$ cat src/rtl/mips_isa_pkg.sv
// Shared MIPS ISA definitions: mnemonic enum, opcode/funct fields, link register,
// and the loader FSM state type.
package mips_isa_pkg;

    typedef enum logic [4:0] {
        OP_NOP,  OP_ADD,  OP_SUB,  OP_AND,  OP_OR,   OP_XOR,  OP_NOR,  OP_SLT,
        OP_SLL,  OP_SRL,  OP_JR,   OP_JALR, OP_ADDI, OP_ANDI, OP_SLTI, OP_BEQ,
        OP_BNE,  OP_LW,   OP_LH,   OP_SW,   OP_SH,   OP_J,    OP_JAL
    } mips_op_e;

    localparam logic [5:0] OPC_RTYPE = 6'h00;
    localparam logic [5:0] OPC_J     = 6'h02;
    localparam logic [5:0] OPC_JAL   = 6'h03;
    localparam logic [5:0] OPC_BEQ   = 6'h04;
    localparam logic [5:0] OPC_BNE   = 6'h05;
    localparam logic [5:0] OPC_ADDI  = 6'h08;
    localparam logic [5:0] OPC_SLTI  = 6'h0A;
    localparam logic [5:0] OPC_ANDI  = 6'h0C;
    localparam logic [5:0] OPC_LH    = 6'h21;
    localparam logic [5:0] OPC_LW    = 6'h23;
    localparam logic [5:0] OPC_SH    = 6'h29;
    localparam logic [5:0] OPC_SW    = 6'h2B;

    localparam logic [5:0] FN_SLL    = 6'h00;
    localparam logic [5:0] FN_SRL    = 6'h02;
    localparam logic [5:0] FN_JR     = 6'h08;
    localparam logic [5:0] FN_JALR   = 6'h09;
    localparam logic [5:0] FN_ADD    = 6'h20;
    localparam logic [5:0] FN_SUB    = 6'h22;
    localparam logic [5:0] FN_AND    = 6'h24;
    localparam logic [5:0] FN_OR     = 6'h25;
    localparam logic [5:0] FN_XOR    = 6'h26;
    localparam logic [5:0] FN_NOR    = 6'h27;
    localparam logic [5:0] FN_SLT    = 6'h2A;

    localparam logic [4:0] REG_RA    = 5'd31;

    typedef enum logic [1:0] {
        ST_IDLE,
        ST_LOAD,
        ST_PAD,
        ST_DONE
    } load_state_e;

    // Control-transfer instructions that own a branch delay slot.
    function automatic logic has_delay_slot(input logic [4:0] op);
        return op inside {OP_BEQ, OP_BNE, OP_J, OP_JAL, OP_JR, OP_JALR};
    endfunction

endpackage

$ cat src/rtl/instr_encode.sv
// Combinational mnemonic + fields -> 32-bit MIPS machine word, flagging unknown mnemonics.
module instr_encode
    import mips_isa_pkg::*;
(
    input  logic [4:0]  op,
    input  logic [4:0]  rs,
    input  logic [4:0]  rt,
    input  logic [4:0]  rd,
    input  logic [4:0]  shamt,
    input  logic [15:0] imm,
    input  logic [25:0] target,
    output logic [31:0] word,
    output logic        illegal
);

    function automatic logic [31:0] rtype(input logic [4:0] f_rs, input logic [4:0] f_rt,
                                          input logic [4:0] f_rd, input logic [4:0] f_sh,
                                          input logic [5:0] fn);
        return {OPC_RTYPE, f_rs, f_rt, f_rd, f_sh, fn};
    endfunction

    always_comb begin
        word    = 32'h0;
        illegal = 1'b0;
        case (op)
            OP_NOP:  word = 32'h0;
            OP_ADD:  word = rtype(rs, rt, rd, shamt, FN_ADD);
            OP_SUB:  word = rtype(rs, rt, rd, shamt, FN_SUB);
            OP_AND:  word = rtype(rs, rt, rd, shamt, FN_AND);
            OP_OR:   word = rtype(rs, rt, rd, shamt, FN_OR);
            OP_XOR:  word = rtype(rs, rt, rd, shamt, FN_XOR);
            OP_NOR:  word = rtype(rs, rt, rd, shamt, FN_NOR);
            OP_SLT:  word = rtype(rs, rt, rd, shamt, FN_SLT);
            OP_SLL:  word = rtype(5'd0, rt, rd, shamt, FN_SLL);
            OP_SRL:  word = rtype(5'd0, rt, rd, shamt, FN_SRL);
            OP_JR:   word = {OPC_RTYPE, rs, 15'd0, FN_JR};
            OP_JALR: word = rtype(rs, rt, REG_RA, shamt, FN_JALR);
            OP_ADDI: word = {OPC_ADDI, rs, rt, imm};
            OP_ANDI: word = {OPC_ANDI, rs, rt, imm};
            OP_SLTI: word = {OPC_SLTI, rs, rt, imm};
            OP_BEQ:  word = {OPC_BEQ, rs, rt, imm};
            OP_BNE:  word = {OPC_BNE, rs, rt, imm};
            OP_LW:   word = {OPC_LW, rs, rt, imm};
            OP_LH:   word = {OPC_LH, rs, rt, imm};
            OP_SW:   word = {OPC_SW, rs, rt, imm};
            OP_SH:   word = {OPC_SH, rs, rt, imm};
            OP_J:    word = {OPC_J, target};
            OP_JAL:  word = {OPC_JAL, target};
            default: illegal = 1'b1;
        endcase
    end

endmodule

$ cat src/rtl/instr_encode_loader.sv
// Streams symbolic instructions into instruction memory at auto-incrementing word addresses.
// Define NOP_PAD_EN to append a zero delay-slot word after every branch/jump.
module instr_encode_loader
    import mips_isa_pkg::*;
#(
    parameter int ADDR_W    = 8,
    parameter int BASE_ADDR = 0
) (
    input  logic              clk,
    input  logic              rst,
    input  logic              start,
    input  logic              in_valid,
    output logic              in_ready,
    input  logic [4:0]        in_op,
    input  logic [4:0]        in_rs,
    input  logic [4:0]        in_rt,
    input  logic [4:0]        in_rd,
    input  logic [4:0]        in_shamt,
    input  logic [15:0]       in_imm,
    input  logic [25:0]       in_target,
    input  logic              in_last,
    output logic              im_we,
    output logic [ADDR_W-1:0] im_addr,
    output logic [31:0]       im_wdata,
    output logic              busy,
    output logic              done,
    output logic              err_op,
    output logic              err_ovf
);

    // Extra MSB marks that every IM word has been written.
    localparam logic [ADDR_W:0] BASE_CNT = BASE_ADDR[ADDR_W:0];

    load_state_e       state, state_nxt;
    logic [ADDR_W:0]   cnt, cnt_nxt;
    logic              last_pend, last_pend_nxt;
    logic              we_nxt, done_nxt, err_op_nxt, err_ovf_nxt;
    logic [ADDR_W-1:0] addr_nxt;
    logic [31:0]       wdata_nxt;
    logic [31:0]       enc_word;
    logic              enc_illegal;
    logic              accept, pad_req, cnt_full;

    instr_encode u_encode (
        .op      (in_op),
        .rs      (in_rs),
        .rt      (in_rt),
        .rd      (in_rd),
        .shamt   (in_shamt),
        .imm     (in_imm),
        .target  (in_target),
        .word    (enc_word),
        .illegal (enc_illegal)
    );

    assign in_ready = (state == ST_LOAD);
    assign busy     = (state == ST_LOAD) || (state == ST_PAD);
    assign accept   = in_valid & in_ready;
    assign cnt_full = cnt[ADDR_W];

`ifdef NOP_PAD_EN
    assign pad_req = has_delay_slot(in_op);
`else
    assign pad_req = 1'b0;
`endif

    always_comb begin
        state_nxt     = state;
        cnt_nxt       = cnt;
        last_pend_nxt = last_pend;
        we_nxt        = 1'b0;
        addr_nxt      = im_addr;
        wdata_nxt     = im_wdata;
        done_nxt      = done | (state == ST_DONE);
        err_op_nxt    = err_op;
        err_ovf_nxt   = err_ovf;
        case (state)
            ST_IDLE, ST_DONE: begin
                if (start) begin
                    state_nxt     = ST_LOAD;
                    cnt_nxt       = BASE_CNT;
                    last_pend_nxt = 1'b0;
                    done_nxt      = 1'b0;
                    err_op_nxt    = 1'b0;
                    err_ovf_nxt   = 1'b0;
                end
            end
            ST_LOAD: begin
                if (accept) begin
                    if (cnt_full) begin
                        err_ovf_nxt = 1'b1;
                        err_op_nxt  = err_op | enc_illegal;
                        state_nxt   = ST_DONE;
                        done_nxt    = 1'b1;
                    end else if (enc_illegal) begin
                        err_op_nxt = 1'b1;
                        if (in_last) begin
                            state_nxt = ST_DONE;
                            done_nxt  = 1'b1;
                        end
                    end else begin
                        we_nxt    = 1'b1;
                        addr_nxt  = cnt[ADDR_W-1:0];
                        wdata_nxt = enc_word;
                        cnt_nxt   = cnt + 1'b1;
                        if (pad_req) begin
                            state_nxt     = ST_PAD;
                            last_pend_nxt = in_last;
                        end else if (in_last) begin
                            state_nxt = ST_DONE;
                        end
                    end
                end
            end
            ST_PAD: begin
                if (cnt_full) begin
                    err_ovf_nxt = 1'b1;
                    state_nxt   = ST_DONE;
                    done_nxt    = 1'b1;
                end else begin
                    we_nxt    = 1'b1;
                    addr_nxt  = cnt[ADDR_W-1:0];
                    wdata_nxt = 32'h0;
                    cnt_nxt   = cnt + 1'b1;
                    state_nxt = last_pend ? ST_DONE : ST_LOAD;
                end
            end
            default: state_nxt = ST_IDLE;
        endcase
    end

    always_ff @(posedge clk) begin
        if (!rst) begin
            state     <= ST_IDLE;
            cnt       <= '0;
            last_pend <= 1'b0;
            im_we     <= 1'b0;
            im_addr   <= '0;
            im_wdata  <= 32'h0;
            done      <= 1'b0;
            err_op    <= 1'b0;
            err_ovf   <= 1'b0;
        end else begin
            state     <= state_nxt;
            cnt       <= cnt_nxt;
            last_pend <= last_pend_nxt;
            im_we     <= we_nxt;
            im_addr   <= addr_nxt;
            im_wdata  <= wdata_nxt;
            done      <= done_nxt;
            err_op    <= err_op_nxt;
            err_ovf   <= err_ovf_nxt;
        end
    end

endmodule

$ cat config.mk
export PLATFORM = sky130hd
export DESIGN_NAME = instr_encode_loader
export DESIGN_NICKNAME = d
export VERILOG_FILES = /design/src/rtl/mips_isa_pkg.sv /design/src/rtl/instr_encode.sv /design/src/rtl/instr_encode_loader.sv
export SDC_FILE = /design/constraint.sdc
export NUM_CORES = 1
export LEC_CHECK = 0
export CORE_AREA = 10 10 103 105
export CTS_BUF_LIST = sky130_fd_sc_hd__clkbuf_2 sky130_fd_sc_hd__clkbuf_4 sky130_fd_sc_hd__clkbuf_8
export CTS_CLUSTER_SIZE = 30
export DETAILED_ROUTE_END_ITERATION = 8
export DIE_AREA = 0 0 113 115
export PLACE_DENSITY_LB_ADDON = 0.1
export SETUP_SLACK_MARGIN = 0.4
export SLEW_MARGIN = 25
export SYNTH_ARGS = -nofsm -noshare
export SYNTH_HDL_FRONTEND = slang
export SYNTH_SLANG_ARGS = --single-unit
$ cat constraint.sdc
create_clock -name clk -period 2.1 [get_ports clk]
set_input_delay 0.42 -clock clk [delete_from_list [all_inputs] [get_ports clk]]
set_output_delay 0.42 -clock clk [all_outputs]
set_load 0.005 [all_outputs]
# == Word-level counts from Yosys, hierarchy flattened ==
# Cells that the tools add are included.
# Widths: inputs -> output; s select.
# word_totals
inputBits,72
wordCells,101
out_inout_bits,46
reg_bits,55
# op_classes
n_eq_ne,32
n_bitwise,3
n_reduce_logical,12
add_sub_neg,1
muxes,44
# op_table
cell,n
$pmux 32 s22,1
$mux 32,4
$pmux 32 s2,1
$mux 9,5
$eq 5x4->1 const B,8
$eq 5x5->1 const B,7
$mux 8,4
$pmux 9 s3,1
$reduce_or 23->1,1
$eq 5x3->1 const B,4
$mux 1,17
$pmux 8 s2,1
$eq 5x2->1 const B,2
$mux 2,5
$reduce_and 5->1,2
$add 9x1->9 const B,1
$ne 2x2->1 const B,4
$pmux 1 s3,2
$pmux 2 s3,1
$eq 5x1->1 const B,1
$logic_not 5->1,1
$eq 2x2->1 const B,2
$pmux 1 s2,2
$reduce_and 4->1,1
other kinds (12),14

# == Longest topological paths before layout ==
# Gate-level depths: netlist of run 1.
# logic_depth
depth_word,7
ltp_mapped,10
depth_no_buf,10

# == Hierarchy ==
# A second synthesis of run 1 with hierarchy kept.
# unflattened
hier_cells,407
area_unflattened_um2,3380.7
# by_module_without_submodules
mod,area_each_um2,n_inst,cells_per_inst,seq_area_each_um2
instr_encode_loader,2613.8,1,283,1101.1
instr_encode,767.0,1,124,0.0

# == Least setup slack after synthesis of run 1 ==
# Ideal clock, no wire load.
# synth_path
path_type,register -> register
startpoint,register state[0]
endpoint,register cnt[6]
setup_time_ps,116
arrival_time_ps,1771
n_path_buf,2
required_ps,1984
path_stages_with_launch,9
path_slack_ps,213
synth_period_minus_slack_ps,1887
path_cell_list,dfxtp_1 > inv_1 > ha_1 > buf_2 > a21oi_1 > and3b_1 > buf_2 > o21ai_0 > a31o_2
# synth_via
elab_chain_len,4
word_cells_on_any_way,13
classes_between,eq/ne: 8; mux: 1; bitwise: 1; reduce/logical: 3
# synth_lines
element,line,text
start: declaration,instr_encode_loader.sv:34,"load_state_e state, state_nxt;"
start signal: assignment,instr_encode_loader.sv:144,state <= state_nxt;
"$eq 2x2->1, or another cell as far along",instr_encode_loader.sv:77,case (state)
$reduce_or 2->1 / $and 1x1->1 (equally long branches),"instr_encode_loader.sv:77, instr_encode_loader.sv:58",
$ne 2x2->1 (no line) / $ne 2x1->1 (equally long branches),--,
$reduce_and 5->1 (no line),--,
end signal: assignment,instr_encode_loader.sv:145,cnt <= cnt_nxt;
end: declaration,instr_encode_loader.sv:35,"logic [ADDR_W:0] cnt, cnt_nxt;"
# Several ways; a longest one is shown, not always the timed one.
# A chain may end at the register's enable or synchronous reset.

# == Worst setup path after layout of run 1 ==
# layout_path
startpoint,register state[1]
endpoint,register im_wdata[23]
# layout_via
elab_chain_len,4
word_cells_on_any_way,10
classes_between,eq/ne: 6; mux: 1; bitwise: 1; reduce/logical: 2
# layout_lines
element,line,text
$eq 2x1->1,"instr_encode_loader.sv:56, instr_encode_loader.sv:77",
$and 1x1->1,instr_encode_loader.sv:58,assign accept = in_valid & in_ready;
$ne 2x1->1 (no line),--,
$reduce_and 5->1 (no line),--,
end signal: assignment,instr_encode_loader.sv:149,im_wdata <= wdata_nxt;
end: declaration,instr_encode_loader.sv:24,"output logic [31:0] im_wdata,"
# Several ways; a longest one is shown, not always the timed one.

==> reports/results.txt, run 1 <==
WL met2 = 5952 µm
CP arrival = 2120 ps
Max Fanout on Critical Path = 16
largest cells by area after synthesis = dfxtp_1 (37%), a22o_1 (6.9%), o2bb2ai_1 (5.1%), a21oi_1 (4.6%), mux2i_1 (2.7%)
Die Area = 0.01300 mm²
Worst-Skew Late Latency = 310 ps
max cap viols = 0
Die Ht = 115 µm
Highest Signal Layer = met4
hpwl dp = 8124 µm
Hold Crit Class = reg -> reg
Hold Path Stages = 1
clk slew on worst S/H paths = 100 ps
setup TNS = 0 ps
hold_sp = im_wdata[12]
Final Max Tran Viols = 0
Critical Path Sink Type = flop
Power Density = 499.5 mW/mm²
slowest cell on the critical path = dfxtp_4
Critical Path Source Type = flop
htree depth = 2
wire per inst = 18.69 µm
# diodes = 0
Hold Vio Cnt, Final = 0
worst reg2reg path depth = 10
DRC viols = 0
Final setup viols = 0
CP Cell Sequence = inv_2, ha_4, buf_6, and2b_1, o22a_2, nor3_4, buf_6, nor2_4, buf_12, a22o_1
floorplan row count = 34
DR pass1 iterations = 4
Syn Inst Count = 322
register area share after synthesis = 0.3692
Worst Path Required = 2310 ps
Lkg Pwr = 1.983 nW
top cell type's share of synthesized area = 0.3692
# IOs = 118
initial antenna violation count = 0
Final min period = 1901 ps
mapped cell area = 0.002928 mm²
Mapped Nets = 399
core area = 0.008551 mm²
Vias per Instance = 5.331
count of cell types in the netlist = 65
most common cell after layout, fill and taps aside = clkdlybuf4s50_1
most frequent cells in the layout = clkdlybuf4s50_1 (108), buf_4 (56), dfxtp_1 (50)
worst setup path category = reg -> reg
Max Fclk = 525.9 MHz
final net count = 571
Worst Hold Path EP = im_wdata[12]
antenna-violating nets left = 0
Layout fillers = 796
area added between synthesis and finish = 73.80%
status = finished clean
non-filler cells, final = 602
via count = 3209
first-pass GRT wire length = 17310 µm
DRT met1 WL = 4583 µm
Syn Area/Cell = 9.093 µm²
Post-Route WL = 11250 µm
Total GRT Usage = 0.1598
Core Util, Final = 0.5951
Synth warnings = 0
Worst path max stage delay = 360 ps
Synth area leader = dfxtp_1
root buffer cell = clkbuf_8
EDFF count, synth = 0
clock skew = 5.002 ps
initial core utilization = 0.3424
R2R setup slack = 200 ps
DR WL met3 = 602 µm
largest net degree at the start of global routing = 18
number of synthesized register bits = 54
Max IR drop VDD = 0.2741 mV
share of synthesized registers carrying an async set or reset = 0
CTS tree = yes
GRT overflow = 0
Post-CTS Hold Buffers = 0
placed insts = 564
RSZ-0062 raised after global routing = yes
number of global-route vias before repair = 3369
layout cell share with drive strength beyond 1 = 0.2955
Routability Congestion = 0.8439
DRT iter0 DRCs = 97
Max Root-Sink Buffers = 2
Worst path most repeated cell = buf_6
die width = 113 µm
clock sinks = 54
commonest register cell after synthesis = dfxtp_1
total CTS buffers = 5
reg-to-reg startpoint = state[1]
Port Buffer Count = 116
Tcrit/Tclk final = 0.9054
capture point of the worst reg-to-reg path = im_wdata[23]
state kept, by name (all words and copies together) (netlist names):
signal and cells:
err_ovf 1, err_op 1, state 2, im_we 1, cnt 9, im_addr 8
im_wdata 31, done 1
stage by stage:
step	setup WS, ps	hold slack [ps]	area (µm²)	power, mW
6_report	198.6	473.0	5089	2.542
5_1_grt	144.5	486.2	5089	2.657
4_1_cts	266.0	476.4	4947	2.510
3_5_place_dp	-356.3	445.2	4425	1.798
3_3_place_gp	-304.2	444.5	4425	1.791
2_1_floorplan	351.7	455.8	2949	1.440
how the worst max path moves through the flow:
stage | startpoint | to | slack [ps] | depth (start not counted)
after floorplan | state[1] | im_wdata[24] | 350 | 9
after global placement | in_op[0] | im_wdata[22] | -300 | 6
after detailed placement | in_op[0] | im_wdata[23] | -360 | 6
after CTS | state[1] | im_addr[2] | 270 | 9
after global routing | state[1] | im_wdata[24] | 140 | 10
final | state[1] | im_wdata[23] | 200 | 10
kinds of logic after synthesis:
| kind of cell | after synthesis | share of synthesized area |
|---|---|---|
| other cells | 1 | 0.001281 |
| compound gates | 127 | 0.3282 |
| simple gates | 89 | 0.1748 |
| xor+xnor | 2 | 0.005984 |
| fa+ha+maj | 5 | 0.02137 |
| flops | 54 | 0.3692 |
| mux | 8 | 0.02735 |
| buf+inv | 36 | 0.07179 |
metal layers:
| layer | GRT usage | up-vias |
|---|---|---|
| li1 | - | 1580 |
| met1 | 0.1751 | 1534 |
| met2 | 0.2999 | 85 |
| met3 | 0.03698 | 10 |
| met4 | 0.04484 | 0 |
| met5 | 0 | - |
final cells by class:
type	instances	area, µm²	area share
Multi-Input combinational cell	234	1938	0.3809
Timing Repair Buffer	191	1807	0.3551
Sequential cell	54	1091	0.2144
Tap cell	108	135.1	0.02656
Clock buffer	5	68.82	0.01352
Inverter	8	33.78	0.006639
Clock inverter	2	15.01	0.002951
power by group:
part / leakage [nW] / switching, mW / internal, mW
registers: 0.440 / 0.0251 / 1.06
clock network: 0.0362 / 0.360 / 0.229
logic: 1.51 / 0.379 / 0.487
total: 1.98 / 0.764 / 1.78
repair_timing:
item	4_1_cts	5_1_grt
pin swaps	27	12
resized for setup	65	27
cloned	2	1
setup endpoints to repair	52	55
buffers inserted	23	5
synthesized netlist by cell type, types with 2 or more instances:
library cell,n
o2bb2ai_1,17
a221oi_1,2
a222oi_1,5
a221o_1,5
o21ai_0,12
clkbuf_1,7
a31o_1,2
nor3_2,2
nand2b_1,8
and3_1,4
mux2i_1,8
or3_1,2
o21a_1,4
nor3_1,11
nand3b_1,4
a32oi_1,2
and3_4,2
inv_1,7
a21oi_1,27
dfxtp_1,54
ha_1,5
o311a_1,2
nand3_1,7
a22o_1,23
buf_6,6
nor2b_1,5
buf_2,12
o22ai_1,6
nor2_1,14
nand2_1,20
a22oi_1,3
critical path: cells and delay by family (launching register included):
kind / cells / cell delay [ps]
compound gates: 2 / 470
buf+inv: 4 / 440
simple gates: 3 / 370
flops: 1 / 360
fa+ha+maj: 1 / 150
No activity file was read; power rests on OpenSTA's default activity.
==> run 2, diff against run 1 <==
--- a/config.mk
+++ b/config.mk
@@ -5,11 +5,11 @@
 export SDC_FILE = /design/constraint.sdc
 export NUM_CORES = 1
 export LEC_CHECK = 0
-export CORE_AREA = 10 10 103 105
+export CORE_AREA = 2 2 95 97
 export CTS_BUF_LIST = sky130_fd_sc_hd__clkbuf_2 sky130_fd_sc_hd__clkbuf_4 sky130_fd_sc_hd__clkbuf_8
 export CTS_CLUSTER_SIZE = 30
 export DETAILED_ROUTE_END_ITERATION = 8
-export DIE_AREA = 0 0 113 115
+export DIE_AREA = 0 0 97 99
 export PLACE_DENSITY_LB_ADDON = 0.1
 export SETUP_SLACK_MARGIN = 0.4
 export SLEW_MARGIN = 25
==> reports/results.txt, run 2 (synthesis results as in run 1) <==
status = finished clean
clock sinks = 54
Power Density = 521.3 mW/mm²
die width = 97 µm
placed insts = 561
non-filler cells, final = 606
DRT iter0 DRCs = 147
Tcrit/Tclk final = 0.8600
hpwl dp = 6892 µm
largest net degree at the start of global routing = 18
number of global-route vias before repair = 3180
Total GRT Usage = 0.2052
most common cell after layout, fill and taps aside = clkdlybuf4s50_1
Hold Path Stages = 1
wire per inst = 17.15 µm
Final setup viols = 0
GRT overflow = 0
DR pass1 iterations = 4
most frequent cells in the layout = clkdlybuf4s50_1 (108), buf_4 (58), dfxtp_1 (49)
via count = 3260
# diodes = 0
Max IR drop VDD = 0.3844 mV
first-pass GRT wire length = 16190 µm
clk slew on worst S/H paths = 100 ps
Final Max Tran Viols = 0
DRC viols = 0
max cap viols = 0
antenna-violating nets left = 0
setup TNS = 0 ps
Critical Path Sink Type = flop
CP arrival = 2020 ps
final instance area = 0.005052 mm²
worst setup path category = reg -> reg
Hold Crit Class = reg -> reg
Worst Path Required = 2310 ps
top flop regs = im_wdata x31, cnt x9, im_addr x8
total CTS buffers = 5
Routability Congestion = 0.8300
Lkg Pwr = 1.950 nW
htree depth = 2
worst reg2reg path depth = 8
placed cell area = 0.004415 mm²
CP Cell Sequence = buf_6, ha_4, and2b_1, o22a_4, nor3_4, buf_6, mux2i_2, nor2_1
layout cell share with drive strength beyond 1 = 0.2751
Die Area = 0.009603 mm²
core area = 0.008551 mm²
Critical Path Source = state[0]
initial antenna violation count = 0
Hold Vio Cnt, Final = 0
Port Buffer Count = 116
Final min period = 1806 ps
Vias per Instance = 5.380
initial core utilization = 0.3424
Max Root-Sink Buffers = 2
max reg flops = 31
Die Ht = 99 µm
final net count = 574
Worst-Skew Late Latency = 310 ps
Worst path most repeated cell = buf_6
Post-Route WL = 10390 µm
Biggest register = im_wdata
Worst path max stage delay = 340 ps
root buffer cell = clkbuf_8
area added between synthesis and finish = 72.56%
clock skew = 10.90 ps
# IOs = 118
Max Fclk = 553.7 MHz
reg-to-reg startpoint = state[0]
slowest cell on the critical path = dfxtp_2
R2R setup slack = 290 ps
CTS tree = yes
floorplan row count = 34
Max Fanout on Critical Path = 8
RSZ-0062 raised after global routing = yes
Critical Path Source Type = flop
hold_sp = im_wdata[3]
-- run 2: cell types whose count changed in the layout (fill, tap and decap cells not counted), sizes merged --
cell | previous run | this run
buf | 75 | 76
clkbuf | 6 | 7
clkdlybuf4s15 | 1 | 0
dlygate4sd2 | 5 | 6
bufinv | 0 | 1
and3 | 6 | 8
dlymetal6s2s | 1 | 0
-- run 2: final cells by class --
class / instances / area (µm²)
Clock buffer: 5 / 68.82
Clock inverter: 3 / 45.04
Fill cell: 760 / 3498
Inverter: 8 / 32.53
Multi-Input combinational cell: 236 / 1879
Sequential cell: 54 / 1090
Tap cell: 108 / 135.1
Timing Repair Buffer: 192 / 1802
-- run 2: layer usage --
metal / GRT usage / wire [µm]
met1: 0.2426 / 4349
met3: 0.04468 / 622
met2: 0.3835 / 5293
met5: 0 / 0
met4: 0.03900 / 127
-- run 2: report_power, final --
part           switching, mW  leakage (nW)  internal [mW]  total (mW)
Sequential            0.0212         0.440           1.06        1.08
Combinational          0.368          1.46          0.478       0.846
Clock                  0.350        0.0504          0.355       0.705
-- run 2: timing repair --
| item | CTS | global route |
|---|---|---|
| endpoints found under the setup margin | 51 | 51 |
| cloned | 6 | 0 |
| pin swaps | 13 | 19 |
| gates resized for setup | 49 | 31 |
| hold buffers | 0 | 0 |
| buffers inserted | 23 | 8 |
-- run 2: path summary, 6_finish.rpt --
kind,to
worst max-delay path,im_addr[3]
worst min-delay path,im_wdata[3]
worst max register to register,im_addr[3]
worst min register to register,im_wdata[3]
-- run 2: worst max-delay path: cells and delay by family (launching register included) --
kind	cells	cell delay, ps
compound gates	1	210
fa+ha+maj	1	160
buf+inv	2	320
flops	1	340
mux	1	220
simple gates	3	450
-- run 2: per-stage QoR --
step	setup slack [ps]	total power [mW]	utilization	hold slack [ps]
3_5_place_dp	-248.0	1.790	0.5164	445.6
5_1_grt	199.0	2.759	0.5909	482.4
6_report	294.1	2.634	0.5909	470.0
4_1_cts	266.9	2.595	0.5710	472.7
3_3_place_gp	-201.6	1.787	0.5164	444.9
2_1_floorplan	351.7	1.440	-	455.8
==> run 3, diff against run 2 <==
==> constraint.sdc (replaced) <==
create_clock -name clk -period 1.9 [get_ports clk]
set_input_delay 0.38 -clock clk [delete_from_list [all_inputs] [get_ports clk]]
set_output_delay 0.38 -clock clk [all_outputs]
set_load 0.005 [all_outputs]
==> reports/results.txt, run 3 (synthesis results as in run 1) <==
status = finished with violations
failing checks = negative setup slack
Total Power = 2.881 mW
max cap viols = 0
final net count = 584
total CTS buffers = 5
max reg flops = 31
Layout fillers = 746
reg-to-reg startpoint = state[1]
R2R setup slack = -30 ps
Hold Crit Class = reg -> reg
Worst Setup EP = im_wdata[7]
most frequent cells in the layout = clkdlybuf4s50_1 (66), buf_4 (64), dlygate4sd2_1 (44)
critical path depth in cells = 10
Worst path most repeated cell = buf_12
register area = 0.001125 mm²
initial antenna violation count = 0
CP arrival = 2120 ps
capture point of the worst reg-to-reg path = im_wdata[7]
Worst path max stage delay = 380 ps
htree depth = 2
DRC viols = 0
most common cell after layout, fill and taps aside = clkdlybuf4s50_1
Worst-Skew Late Latency = 300 ps
Biggest register = im_wdata
Critical Path Source Type = flop
Worst Path Required = 2090 ps
number of global-route vias before repair = 3225
floorplan row count = 34
fin worst setup slack = -26.08 ps
worst reg2reg path depth = 10
Vias per Instance = 5.311
worst setup path category = reg -> reg
Critical Path Sink Type = flop
clock skew = 9.999 ps
antenna-violating nets left = 0
GRT overflow = 0
Die Area = 0.009603 mm²
Max IR drop VDD = 0.3769 mV
DR pass1 iterations = 4
Buf/Inv on CP = 4
Die Ht = 99 µm
RSZ-0062 raised after global routing = yes
initial core utilization = 0.3424
hpwl dp = 7157 µm
clk slew on worst S/H paths = 100 ps
Post-Route WL = 10290 µm
# diodes = 0
largest net degree at the start of global routing = 21
Max Fanout on Critical Path = 8
Max Root-Sink Buffers = 2
Port Buffer Count = 116
CP Cell Sequence = inv_2, ha_4, and2b_1, o22a_1, nor3_4, buf_6, nor2_4, buf_12, buf_12, o2bb2ai_2
layout cell share with drive strength beyond 1 = 0.3826
via count = 3266
Power Density = 541.9 mW/mm²
Hold Vio Cnt, Final = 0
DRT iter0 DRCs = 112
wire per inst = 16.73 µm
CP top delay family = buffers and inverters
Total GRT Usage = 0.1994
die width = 97 µm
first-pass GRT wire length = 15730 µm
top flop regs = im_wdata x31, cnt x9, im_addr x8
Routability Congestion = 0.8103
Final min period = 1926 ps
Final setup viols = 10
setup TNS = -118.0 ps
Tcrit/Tclk final = 1.014
clock sinks = 54
Final Max Tran Viols = 0
core area = 0.008551 mm²
root buffer cell = clkbuf_8
Lkg Pwr = 2.301 nW
post-place setup slack = -394.1 ps
# IOs = 118
slowest cell on the critical path = dfxtp_4
CTS tree = yes
area of the multi-input gates = 0.001981 mm²
area added between synthesis and finish = 81.58%
Max Fclk = 519.2 MHz
Critical Path Source = state[1]
run 3: changes by cell type in the layout (fill, tap and decap cells not counted), moves of 5 or more:
| cell | change |
|---|---|
| clkdlybuf4s50_1 | -42 |
| dlygate4sd2_1 | +38 |
| dfxtp_1 | -26 |
| dfxtp_2 | +25 |
| o2bb2ai_1 | -15 |
| o2bb2ai_2 | +15 |
| buf_4 | +6 |
| a21oi_1 | -5 |
run 3: final cells by class:
| cell class | count | share of cell area |
|---|---|---|
| multi-input combinational | 233 | 0.3726 |
| sequential | 54 | 0.2116 |
| tap | 108 | 0.02542 |
| clock inverter | 1 | 0.001412 |
| timing repair buffer | 205 | 0.3681 |
| inverter | 8 | 0.006590 |
| clock buffer | 6 | 0.01436 |
run 3: through the flow:
step,cell area (µm²),hold slack (ps),std cells,util
after detailed placement,4611,450.5,583,0.5392
after CTS,5112,457.4,611,0.5979
after global routing,5316,476.2,615,0.6217
after floorplan,2979,455.8,322,-
after global placement,4611,442.3,583,0.5392
final,5316,454.3,615,0.6217
run 3: where the power goes:
group | internal, mW | total, mW | switching [mW]
combinational | 0.594 | 1.05 | 0.453
sequential | 1.18 | 1.20 | 0.0264
clock | 0.268 | 0.631 | 0.362
run 3: timing repair:
item                       4_1_cts  5_1_grt
setup endpoints to repair       99       57
pin swaps                       26       14
setup buffers                   19        4
cloned                           2        0
hold buffers                     0        0
gates resized for setup        138       42
run 3: how the worst min path moves through the flow:
| stage | from | end | slack, ps | depth (start not counted) |
|---|---|---|---|---|
| after CTS | im_wdata[4] | im_wdata[4] | 460 | 1 |
| final | im_wdata[15] | im_wdata[15] | 450 | 1 |
| after global routing | im_wdata[15] | im_wdata[15] | 480 | 1 |
| after floorplan | im_wdata[0] | im_wdata[0] | 460 | 1 |
| after global placement | im_wdata[5] | im_wdata[5] | 440 | 1 |
| after detailed placement | im_wdata[3] | im_wdata[3] | 450 | 1 |
run 3: routing by layer:
metal  track usage  part of all wire
met1        0.2443              0.43
met2        0.3616              0.52
met3       0.03759             0.043
met4       0.04767             0.013
met5             0                 0
